[config.mk]
export PLATFORM = sky130hd
export DESIGN_NAME = rom_access_arbiter
export DESIGN_NICKNAME = d
export VERILOG_FILES = /design/src/rtl/rom_access_arbiter.sv
export SDC_FILE = /design/constraint.sdc
export NUM_CORES = 1
export LEC_CHECK = 0
export BUFFER_PORTS_ARGS = -buffer_cell sky130_fd_sc_hd__buf_4
export CAP_MARGIN = 20
export CORE_ASPECT_RATIO = 0.6
export CORE_MARGIN = 5
export CORE_UTILIZATION = 47
export DETAILED_ROUTE_END_ITERATION = 12
export HOLD_SLACK_MARGIN = 0.08
export PLACE_DENSITY = 0.82
export SYNTH_ARGS = -nofsm -noshare
export SYNTH_HDL_FRONTEND = slang
export SYNTH_SLANG_ARGS = --single-unit
[constraint.sdc]
create_clock -name clk -period 5.2 [get_ports clk]
set_clock_uncertainty 0.05 [all_clocks]
set_input_delay 1.04 -clock clk [delete_from_list [all_inputs] [get_ports clk]]
set_output_delay 1.04 -clock clk [all_outputs]
set_load 0.1 [all_outputs]
[src/rtl/rom_access_arbiter.sv]
// rom_access_arbiter: two-port round-robin front end for the boot ROM.
// Fixed-latency reads, range/alignment checks, one-cycle ack per port.
module rom_access_arbiter #(
  parameter int DATA_W    = 32,
  parameter int ADDR_W    = 32,
  parameter int READ_LAT  = 2,
  parameter int ROM_BYTES = 16384
) (
  input  logic              clk,
  input  logic              rst,
  input  logic              req0,
  input  logic [ADDR_W-1:0] addr0,
  output logic              ack0,
  output logic [DATA_W-1:0] rdata0,
  output logic              err0,
  input  logic              req1,
  input  logic [ADDR_W-1:0] addr1,
  output logic              ack1,
  output logic [DATA_W-1:0] rdata1,
  output logic              err1,
  output logic              busy,
  output logic              ROM_enable,
  output logic              ROM_OE,
  output logic [ADDR_W-1:0] ROM_address,
  input  logic [DATA_W-1:0] ROM_out
);

  typedef enum logic [1:0] {
    IDLE,
    ACCESS,
    DONE
  } state_t;

  localparam logic [3:0] LAST_CNT = 4'(READ_LAT - 1);
  localparam logic [ADDR_W:0] ROM_LIM = (ADDR_W + 1)'(ROM_BYTES);

  state_t            state;
  logic [3:0]        cnt;
  logic              last_grant;
  logic              gnt_id;
  logic              pick;
  logic [ADDR_W-1:0] pick_addr;
  logic              pick_bad;

  // On contention the port that was not served last wins.
  always_comb begin
    pick      = req1 && (!req0 || !last_grant);
    pick_addr = pick ? addr1 : addr0;
    pick_bad  = ({1'b0, pick_addr} >= ROM_LIM) ||
                (pick_addr[1:0] != 2'b00);
  end

  always_ff @(posedge clk) begin
    if (!rst) begin
      state       <= IDLE;
      cnt         <= '0;
      last_grant  <= 1'b1;
      gnt_id      <= 1'b0;
      ack0        <= 1'b0;
      ack1        <= 1'b0;
      err0        <= 1'b0;
      err1        <= 1'b0;
      rdata0      <= '0;
      rdata1      <= '0;
      busy        <= 1'b0;
      ROM_enable  <= 1'b0;
      ROM_OE      <= 1'b0;
      ROM_address <= '0;
    end else begin
      ack0   <= 1'b0;
      ack1   <= 1'b0;
      err0   <= 1'b0;
      err1   <= 1'b0;
      rdata0 <= '0;
      rdata1 <= '0;
      unique case (state)
        IDLE: begin
          if (req0 || req1) begin
            gnt_id     <= pick;
            last_grant <= pick;
            busy       <= 1'b1;
            if (pick_bad) begin
              // No ROM cycle: report the error straight away.
              state <= DONE;
              ack0  <= !pick;
              ack1  <= pick;
              err0  <= !pick;
              err1  <= pick;
            end else begin
              state       <= ACCESS;
              cnt         <= '0;
              ROM_enable  <= 1'b1;
              ROM_OE      <= 1'b1;
              ROM_address <= pick_addr;
            end
          end
        end
        ACCESS: begin
          cnt <= cnt + 4'd1;
          if (cnt == LAST_CNT) begin
            state       <= DONE;
            ROM_enable  <= 1'b0;
            ROM_OE      <= 1'b0;
            ROM_address <= '0;
            ack0        <= !gnt_id;
            ack1        <= gnt_id;
            rdata0      <= gnt_id ? '0 : ROM_out;
            rdata1      <= gnt_id ? ROM_out : '0;
          end
        end
        DONE: begin
          state <= IDLE;
          busy  <= 1'b0;
        end
        default: begin
          state <= IDLE;
          busy  <= 1'b0;
        end
      endcase
    end
  end

endmodule
After elaboration in Yosys (flattened, before gate mapping)
Cells that the tools add are included.
{"block": "word_totals", "reg_bits": 110, "inputBits": 100, "output_inout_bits": 103, "elab_cells": 68}
{"block": "classes", "add_sub_neg": 1, "n_lt_le_gt_ge": 1, "n_eq_ne": 5, "mux": 26, "bitwise": 3, "n_reduce_logical": 19}
{"operator": "$mux W32", "n": 4}
{"operator": "$pmux W32 S2", "n": 1}
{"operator": "$ge A32 B15 Y1 const B", "n": 1}
{"operator": "$mux W1", "n": 10}
{"operator": "$mux W4", "n": 2}
{"operator": "$pmux W1 S2", "n": 4}
{"operator": "$pmux W4 S2", "n": 1}
{"operator": "$reduce_and A2 Y1", "n": 4}
{"operator": "$reduce_and A4 Y1", "n": 2}
{"operator": "$mux W2", "n": 3}
{"operator": "$ne A2 B2 Y1 const B", "n": 3}
{"operator": "$add A4 B1 Y4 const B", "n": 1}
{"operator": "$eq A4 B1 Y1 const B", "n": 1}
{"operator": "$logic_not A1 Y1", "n": 4}
{"operator": "$pmux W2 S2", "n": 1}
{"operator": "$reduce_bool A2 Y1", "n": 2}
{"operator": "$reduce_or A4 Y1", "n": 1}
{"operator": "$logic_or A1 B1 Y1", "n": 3}
{"operator": "$not A1 Y1", "n": 3}
{"operator": "$reduce_and A3 Y1", "n": 1}
{"operator": "$eq A2 B1 Y1 const B", "n": 1}
{"operator": "$logic_not A2 Y1", "n": 1}
{"operator": "$logic_and A1 B1 Y1", "n": 1}

Depth between registers and ports, before layout
Gate-level depths: netlist of the first run.
{"block": "logic_depth", "ltp_word": 9, "depth_mapped": 8, "mapped_depth_nobuf": 7}

Least setup slack after synthesis of the first run
OpenSTA, ideal clock, no wires.
{"block": "synth_timing", "path_type": "in2reg", "from": "input port addr0[17]", "to": "register cnt[2]", "setup_ns": 0.121, "arrival_time_ns": 2.376, "t_required_ns": 5.029, "slack_ns": 2.653, "cell_stages": 6, "n_path_buf": 1, "path_cell_list": "nor4_1 > nand4_2 > a221oi_2 > buf_4 > nor3b_1 > mux2_2"}
{"block": "synth_via", "elab_chain_len": 5}
{"element": "start: declaration", "line_no": "12", "source": "input logic [ADDR_W-1:0] addr0,"}
{"element": "$mux W32", "line_no": "48", "source": "pick_addr = pick ? addr1 : addr0;"}
{"element": "$ge A32 B15 Y1", "line_no": "49", "source": "pick_bad = ({1'b0, pick_addr} >= ROM_LIM) ||"}
{"element": "$logic_or A1 B1 Y1", "line_no": "49"}
{"element": "$ne A2 B2 Y1 (no source line)"}
{"element": "$reduce_and A3 Y1 (no source line)"}
{"element": "end signal: assignment", "line_no": "99", "source": "cnt <= cnt + 4'd1;"}
{"element": "end: declaration", "line_no": "38", "source": "logic [3:0] cnt;"}
Every way passes these cells.
A chain may end at the register's enable or synchronous reset.

Worst setup path after layout of the first run
{"block": "layout_timing", "from": "input port req0", "to": "register ROM_address[22]"}
{"block": "layout_via", "elab_chain_len": 8, "word_cells_on_any_way": 14, "classes_between": "1 x order compare; 2 x eq/ne; 4 x mux; 7 x reduce/logical"}
{"element": "start: declaration", "line_no": "11", "source": "input logic req0,"}
{"element": "$logic_not A1 Y1", "line_no": "47", "source": "pick = req1 && (!req0 || !last_grant);"}
{"element": "$logic_or A1 B1 Y1", "line_no": "47"}
{"element": "$logic_and A1 B1 Y1", "line_no": "47"}
{"element": "$mux W32", "line_no": "48"}
{"element": "$ge A32 B15 Y1 or $reduce_bool A2 Y1 (tied branches)", "line_no": "49, 50"}
{"element": "$logic_or A1 B1 Y1", "line_no": "49"}
{"element": "$ne A2 B2 Y1 (no source line)"}
{"element": "$reduce_and A4 Y1 (no source line)"}
{"element": "end signal: assignment", "line_no": "94", "source": "ROM_address <= pick_addr;"}
{"element": "end: declaration", "line_no": "24", "source": "output logic [ADDR_W-1:0] ROM_address,"}
Parallel ways exist; a longest one is shown, timed or not. The select of a mux whose other input is x is not followed.

==> results of run 1 <==
[layout by cell type, fill, tap and decap left out, types with 6 or more instances in the layout]
cell	count
and2_1	86
buf_4	204
clkbuf_16	9
dfxtp_1	110
nand2_1	57
nand3_1	14
nor2_1	9
nor4_1	10
o21ai_0	9
o21ai_1	6
[per-layer routing]
layer	wire length (um)	vias up
li1	-	1548
met1	3770	1395
met2	4880	111
met3	799	6
met4	79	0
met5	0	-
[worst max-delay path: stages]
cell and delay, ns:
buf_4 0.13, a21bo_2 0.31, nand3_1 0.19, a221oi_2 0.08, buf_4 0.25, nor2b_1 0.72, and2_1 0.23
[sequential cells by signal, indices dropped and copies added, names as in the netlist, 2 cells and up]
signal / count
ROM_address: 32
cnt: 4
rdata0: 32
rdata1: 32
state: 2
[layout make-up]
cell class | count | area, sq um | share of cell area [%]
tap | 104 | 130 | 2.39
clock buffer | 10 | 229 | 4.21
sequential | 110 | 2200 | 40.5
multi-input combinational | 226 | 1300 | 23.9
inverter | 1 | 3.75 | 0.0691
timing repair buffer | 204 | 1530 | 28.2
clock inverter | 6 | 38.8 | 0.714
[metrics by stage]
| step | instances | setup WS, ns | hold WS, ns | instance area (sq um) |
|---|---|---|---|---|
| 2_1_floorplan | 355 | 2.65 | 0.382 | 3580 |
| 3_3_place_gp | 645 | 2.20 | 0.388 | 5170 |
| 3_5_place_dp | 645 | 2.12 | 0.392 | 5170 |
| 4_1_cts | 661 | 2.47 | 0.402 | 5440 |
| 5_1_grt | 661 | 2.25 | 0.416 | 5440 |
| 6_report | 661 | 2.47 | 0.398 | 5440 |
[logic make-up after synthesis]
group,Yosys count
simple gates,190
flops,110
compound gates,32
buf+inv,19
mux,2
fa+ha+maj,2
[power by group through the flow]
stage / Sequential, mW / Clock [mW] / Combinational (mW)
after global routing: 0.850 / 0.672 / 0.127
after CTS: 0.850 / 0.628 / 0.118
after global placement: 0.869 / 0 / 0.115
final: 0.850 / 0.615 / 0.117
after detailed placement: 0.869 / 0 / 0.117
after floorplan: 0.887 / 0 / 0.0288
[worst paths after layout]
path,to,slack [ns],cells after the start
max,ROM_address[22],2.47,7
min,ROM_address[8],0.40,2
max reg2reg,ROM_address[22],2.74,7
min reg2reg,ROM_address[8],0.40,2
==> results.sh, run 1 <==
export IMPL_setup_viol=0
export IMPL_place_hpwl_um=7330
export IMPL_start_kind="input pin"
export IMPL_use_met2_pct=34.9
export IMPL_combPwrFrac_pct=7.4
export IMPL_synthAdderAreaFrac_pct=0.699
export IMPL_total_power_mw=1.58
export IMPL_drc=0
export IMPL_clkTransAtPathRegs_ns=0.07
export IMPL_ir_drop_mv=0.188
export IMPL_synth_commonest_cells="dfxtp_1 (110), and2_1 (86), nand2_1 (57)"
export IMPL_cts_repair_resized=0
export IMPL_syn_nets=457
export IMPL_grt_met3_usage_pct=7.34
export IMPL_die_area_sq_mm=0.00952
export IMPL_clk_root_buffer_cell="clkbuf_16"
export IMPL_min_delay_start="ROM_address[8]"
export IMPL_outcome="finished clean"
export IMPL_grt_busiest_layer="met2"
export IMPL_postCtsHoldBufs=0
export IMPL_clkPwrFrac_pct=38.9
export IMPL_clk_latency_ns=0.34
export IMPL_setup_tns_ns=0
export IMPL_ys_top_cells_by_area="dfxtp_1 (61%), and2_1 (15%), nand2_1 (6.0%)"
export IMPL_cts_tree="done"
export IMPL_crit_type="in2reg"
export IMPL_r2r_start="cnt[1]"
export IMPL_synth_compound_area_share_pct=6.50
export IMPL_synth_cell_types=31
export IMPL_n_fill_cell=563
export IMPL_syn_cell_area_sq_mm=0.00358
export IMPL_final_max_slew_viol_count=0
export IMPL_switching_share_pct=22.2
export IMPL_max_freq_mhz=366
export IMPL_portBuffers=202
export IMPL_wl_um=9530
export IMPL_yosys_warnings=0
export IMPL_yosysTopAreaCellShare_pct=61.5
export IMPL_synth_top_area_cell="dfxtp_1"
export IMPL_area_growth_syn_to_layout_pct=51.7
export IMPL_crit_fanout=31
export IMPL_grt_pass1_wl_um=15100
export IMPL_rsz0062_at_grt="false"
export IMPL_nets=654
export IMPL_ys_flop_type="dfxtp_1"
export IMPL_required_ns=5.43
export IMPL_ys_seq_elements=110
export IMPL_muxShareOfSynthArea_pct=0.629
export IMPL_hold_viol=0
export IMPL_yosysMostFrequentCell="dfxtp_1"
export IMPL_ys_seq_area_share_pct=61.5
export IMPL_htree_levels=3
export IMPL_p_seq_share_pct=53.7
export IMPL_start_util_pct=48.9
export IMPL_cts_setup_buffers=0
export IMPL_synth_top_family_by_area="simple AND/OR/NAND/NOR gates"
export IMPL_cts_buffers=9
export IMPL_worst_slew_pin_slew_ns=1.01
export IMPL_grt_total_usage_pct=20.1
export IMPL_finalCritPeriodShare_pct=52.5
export IMPL_p_switching_uw=351
export IMPL_synth_edff_count=0
export IMPL_core_rowCount=24
export IMPL_maxCapViolCount=0
export IMPL_synth_xor_area_share_pct=0
export IMPL_synthArstFlopShare_pct=0
export IMPL_ant_nets=0
export IMPL_cp_arrival_ns=2.96
export IMPL_leakagePower_nw=2.63
export IMPL_cts_sinks=110
export IMPL_max_slew_margin_pct=32.6
export IMPL_grt_ovfl_total=0
export IMPL_end_kind="register"
export IMPL_die_h_um=77.6
export IMPL_gp_congestion=0.750
export IMPL_clockBufferDepth=2
export IMPL_vias_per_cell=4.63
export IMPL_antenna_found_initial=0
export IMPL_met1_usage_pct=23.6
export IMPL_cp_startpoint="req0"
export IMPL_internal_power_mw=1.23
export IMPL_min_path_type="reg2reg"
export IMPL_ios=203
export IMPL_final_util_pct=74.2
export IMPL_grt_pass1_vias=3019
export IMPL_diodes=0
export IMPL_synthSimpleGateAreaFrac_pct=28.5
export IMPL_grt_max_degree=34
export IMPL_core_area_sq_mm=0.00733
export IMPL_power_density_mw_per_mm2=291
export IMPL_dr_pass1_iters=4
export IMPL_min_period_ns=2.73
export IMPL_syn_inst=355
export IMPL_vias=3060
export IMPL_drive_gt1_share_pct=40.8
export IMPL_post_drt_wl_per_cell_um=14.4
export IMPL_die_w_um=123
export IMPL_avgSynthCellArea_sq_um=10.1
export IMPL_dr_first_iter_drc_count=114
Note: power is estimated with default switching activity, not from simulation.
==> run 2, diff against run 1 <==
Settings changed: CORE_UTILIZATION 47 to 43, PLACE_DENSITY 0.82 to 0.75.
Clock period 5.2 ns to 2.59 ns, I/O delays scaled along.
==> results.sh, run 2 (synthesized netlist as in run 1, its figures left out) <==
export IMPL_final_cell_mix="buf_4 (210), dfxtp_1 (110), and2_1 (86)"
export IMPL_max_slew_margin_pct=42.2
export IMPL_dr_first_iter_drc_count=101
export IMPL_multiInputGateArea_sq_mm=0.00130
export IMPL_combPwrFrac_pct=7.4
export IMPL_ios=203
export IMPL_outcome="finished clean"
export IMPL_worst_slew_pin_slew_ns=0.866
export IMPL_min_to="rdata1[29]"
export IMPL_gp_congestion=0.797
export IMPL_fin_area_sq_mm=0.00550
export IMPL_wl_met3_um=889
export IMPL_leakagePower_nw=2.67
export IMPL_finalCritPeriodShare_pct=83.2
export IMPL_start_kind="register"
export IMPL_setup_viol=0
export IMPL_worst_slack_ns=0.434
export IMPL_final_seq_area_sq_mm=0.00220
export IMPL_place_hpwl_um=7440
export IMPL_r2r_start="last_grant"
export IMPL_final_max_slew_viol_count=0
export IMPL_crit_type="reg2reg"
export IMPL_vias_per_cell=4.53
export IMPL_crit_fanout=20
export IMPL_core_rowCount=25
export IMPL_worstPathCellList="a21bo_2 -> nand3_1 -> a221oi_2 -> buf_4 -> nor2b_1 -> and2_1"
export IMPL_die_area_sq_mm=0.0103
export IMPL_post_drt_wl_per_cell_um=14.0
export IMPL_reg2reg_slack_ns=0.43
export IMPL_dr_pass1_iters=4
export IMPL_wl_met1_um=3730
export IMPL_min_path_type="in2reg"
export IMPL_area_growth_syn_to_layout_pct=53.5
export IMPL_p_switching_uw=744
export IMPL_crit_slowest_cell="nor2b_1"
export IMPL_rr_worst_depth=6
export IMPL_dpl_cell_area_sq_mm=0.00522
export IMPL_dpl_cell_count=655
export IMPL_grt_ovfl_total=0
export IMPL_hold_viol=0
export IMPL_top_layer_used="met4"
export IMPL_nets=660
export IMPL_top_regs="ROM_address: 32 flops, rdata0: 32 flops, rdata1: 32 flops"
export IMPL_wl_um=9390
export IMPL_min_delay_start="ROM_out[29]"
export IMPL_cts_repair_resized=0
export IMPL_vias=3036
export IMPL_start_util_pct=44.7
export IMPL_htree_levels=3
export IMPL_reg2reg_to="ROM_address[18]"
export IMPL_rsz0062_at_grt="false"
export IMPL_diodes=0
export IMPL_drc=0
export IMPL_maxCapViolCount=0
export IMPL_cts_sinks=110
export IMPL_cts_buffers=9
export IMPL_postCtsHoldBufs=0
export IMPL_cts_tree="done"
export IMPL_die_h_um=80.7
export IMPL_p_seq_share_pct=52.7
export IMPL_final_util_pct=68.7
export IMPL_cts_setup_buffers=0
export IMPL_internal_power_mw=2.49
export IMPL_finalNonFillerCells=670
export IMPL_pre_cts_ws_ns=0.0888
export IMPL_clk_root_buffer_cell="clkbuf_16"
export IMPL_grt_max_degree=34
export IMPL_max_freq_mhz=464
export IMPL_grt_pass1_vias=3068
export IMPL_core_area_sq_mm=0.00801
export IMPL_min_period_ns=2.16
export IMPL_power_density_mw_per_mm2=588
export IMPL_ir_drop_mv=0.495
export IMPL_required_ns=2.82
export IMPL_switching_share_pct=23.0
export IMPL_ant_nets=0
export IMPL_cp_arrival_ns=2.39
export IMPL_drive_gt1_share_pct=41.5
export IMPL_clk_latency_ns=0.34
export IMPL_grt_pass1_wl_um=14700
export IMPL_n_fill_cell=666
export IMPL_mostFrequentLayoutCell="buf_4"
export IMPL_slowest_delay_ns=0.69
export IMPL_route_met2_wl_um=4670
export IMPL_clkTransAtPathRegs_ns=0.07
export IMPL_clockBufferDepth=2
export IMPL_die_w_um=128
export IMPL_cp_startpoint="last_grant"
export IMPL_portBuffers=202
export IMPL_antenna_found_initial=0
export IMPL_hold_depth=2
export IMPL_clkPwrFrac_pct=39.9
export IMPL_grt_total_usage_pct=18.0
export IMPL_end_kind="register"
export IMPL_setup_tns_ns=0
==> run 2: power by group through the flow <==
stage	registers (mW)	logic (mW)	clock network, mW
5_1_grt	1.71	0.261	1.39
4_1_cts	1.70	0.241	1.32
3_5_place_dp	1.74	0.241	0
2_1_floorplan	1.78	0.0579	0
3_3_place_gp	1.74	0.237	0
6_report	1.71	0.239	1.29
==> run 2: metal layers <==
layer / vias to the layer above / GRT usage, %
met1: 1357 / 20.8
li1: 1551 / -
met3: 8 / 6.45
met5: - / 0
met2: 120 / 31.7
met4: 0 / 5.72
==> run 2: area by class of cell <==
type,count,share of cell area [%]
well taps,108,2.46
clock inverters,6,1.05
clock buffers,9,4.09
multi-input cells,226,23.6
repair buffers,210,28.7
flip-flops and latches,110,40.0
inverters,1,0.0682
==> run 2: worst max-delay path by stage <==
| stage | endpoint | slack, ns | cells after the start |
|---|---|---|---|
| final | ROM_address[18] | 0.43 | 6 |
| after global routing | ROM_address[18] | 0.24 | 6 |
| after CTS | ROM_address[18] | 0.40 | 6 |
| after detailed placement | ROM_address[18] | 0.09 | 7 |
| after global placement | ROM_address[30] | 0.15 | 7 |
| after floorplan | cnt[2] | 0.57 | 6 |
==> run 2: metrics by stage <==
| step | hold slack, ns | total power [mW] |
|---|---|---|
| 2_1_floorplan | 0.382 | 1.84 |
| 3_3_place_gp | 0.389 | 1.98 |
| 3_5_place_dp | 0.391 | 1.99 |
| 4_1_cts | 0.315 | 3.26 |
| 5_1_grt | 0.315 | 3.36 |
| 6_report | 0.330 | 3.24 |
==> run 2: worst max-delay path, delay by kind of cell (launching register included) <==
family / cells / cell delay (ns)
and+or+nand+nor: 3 / 1.10
buffers and inverters: 1 / 0.19
DFF: 1 / 0.36
AOI/OAI and AO/OA: 2 / 0.39
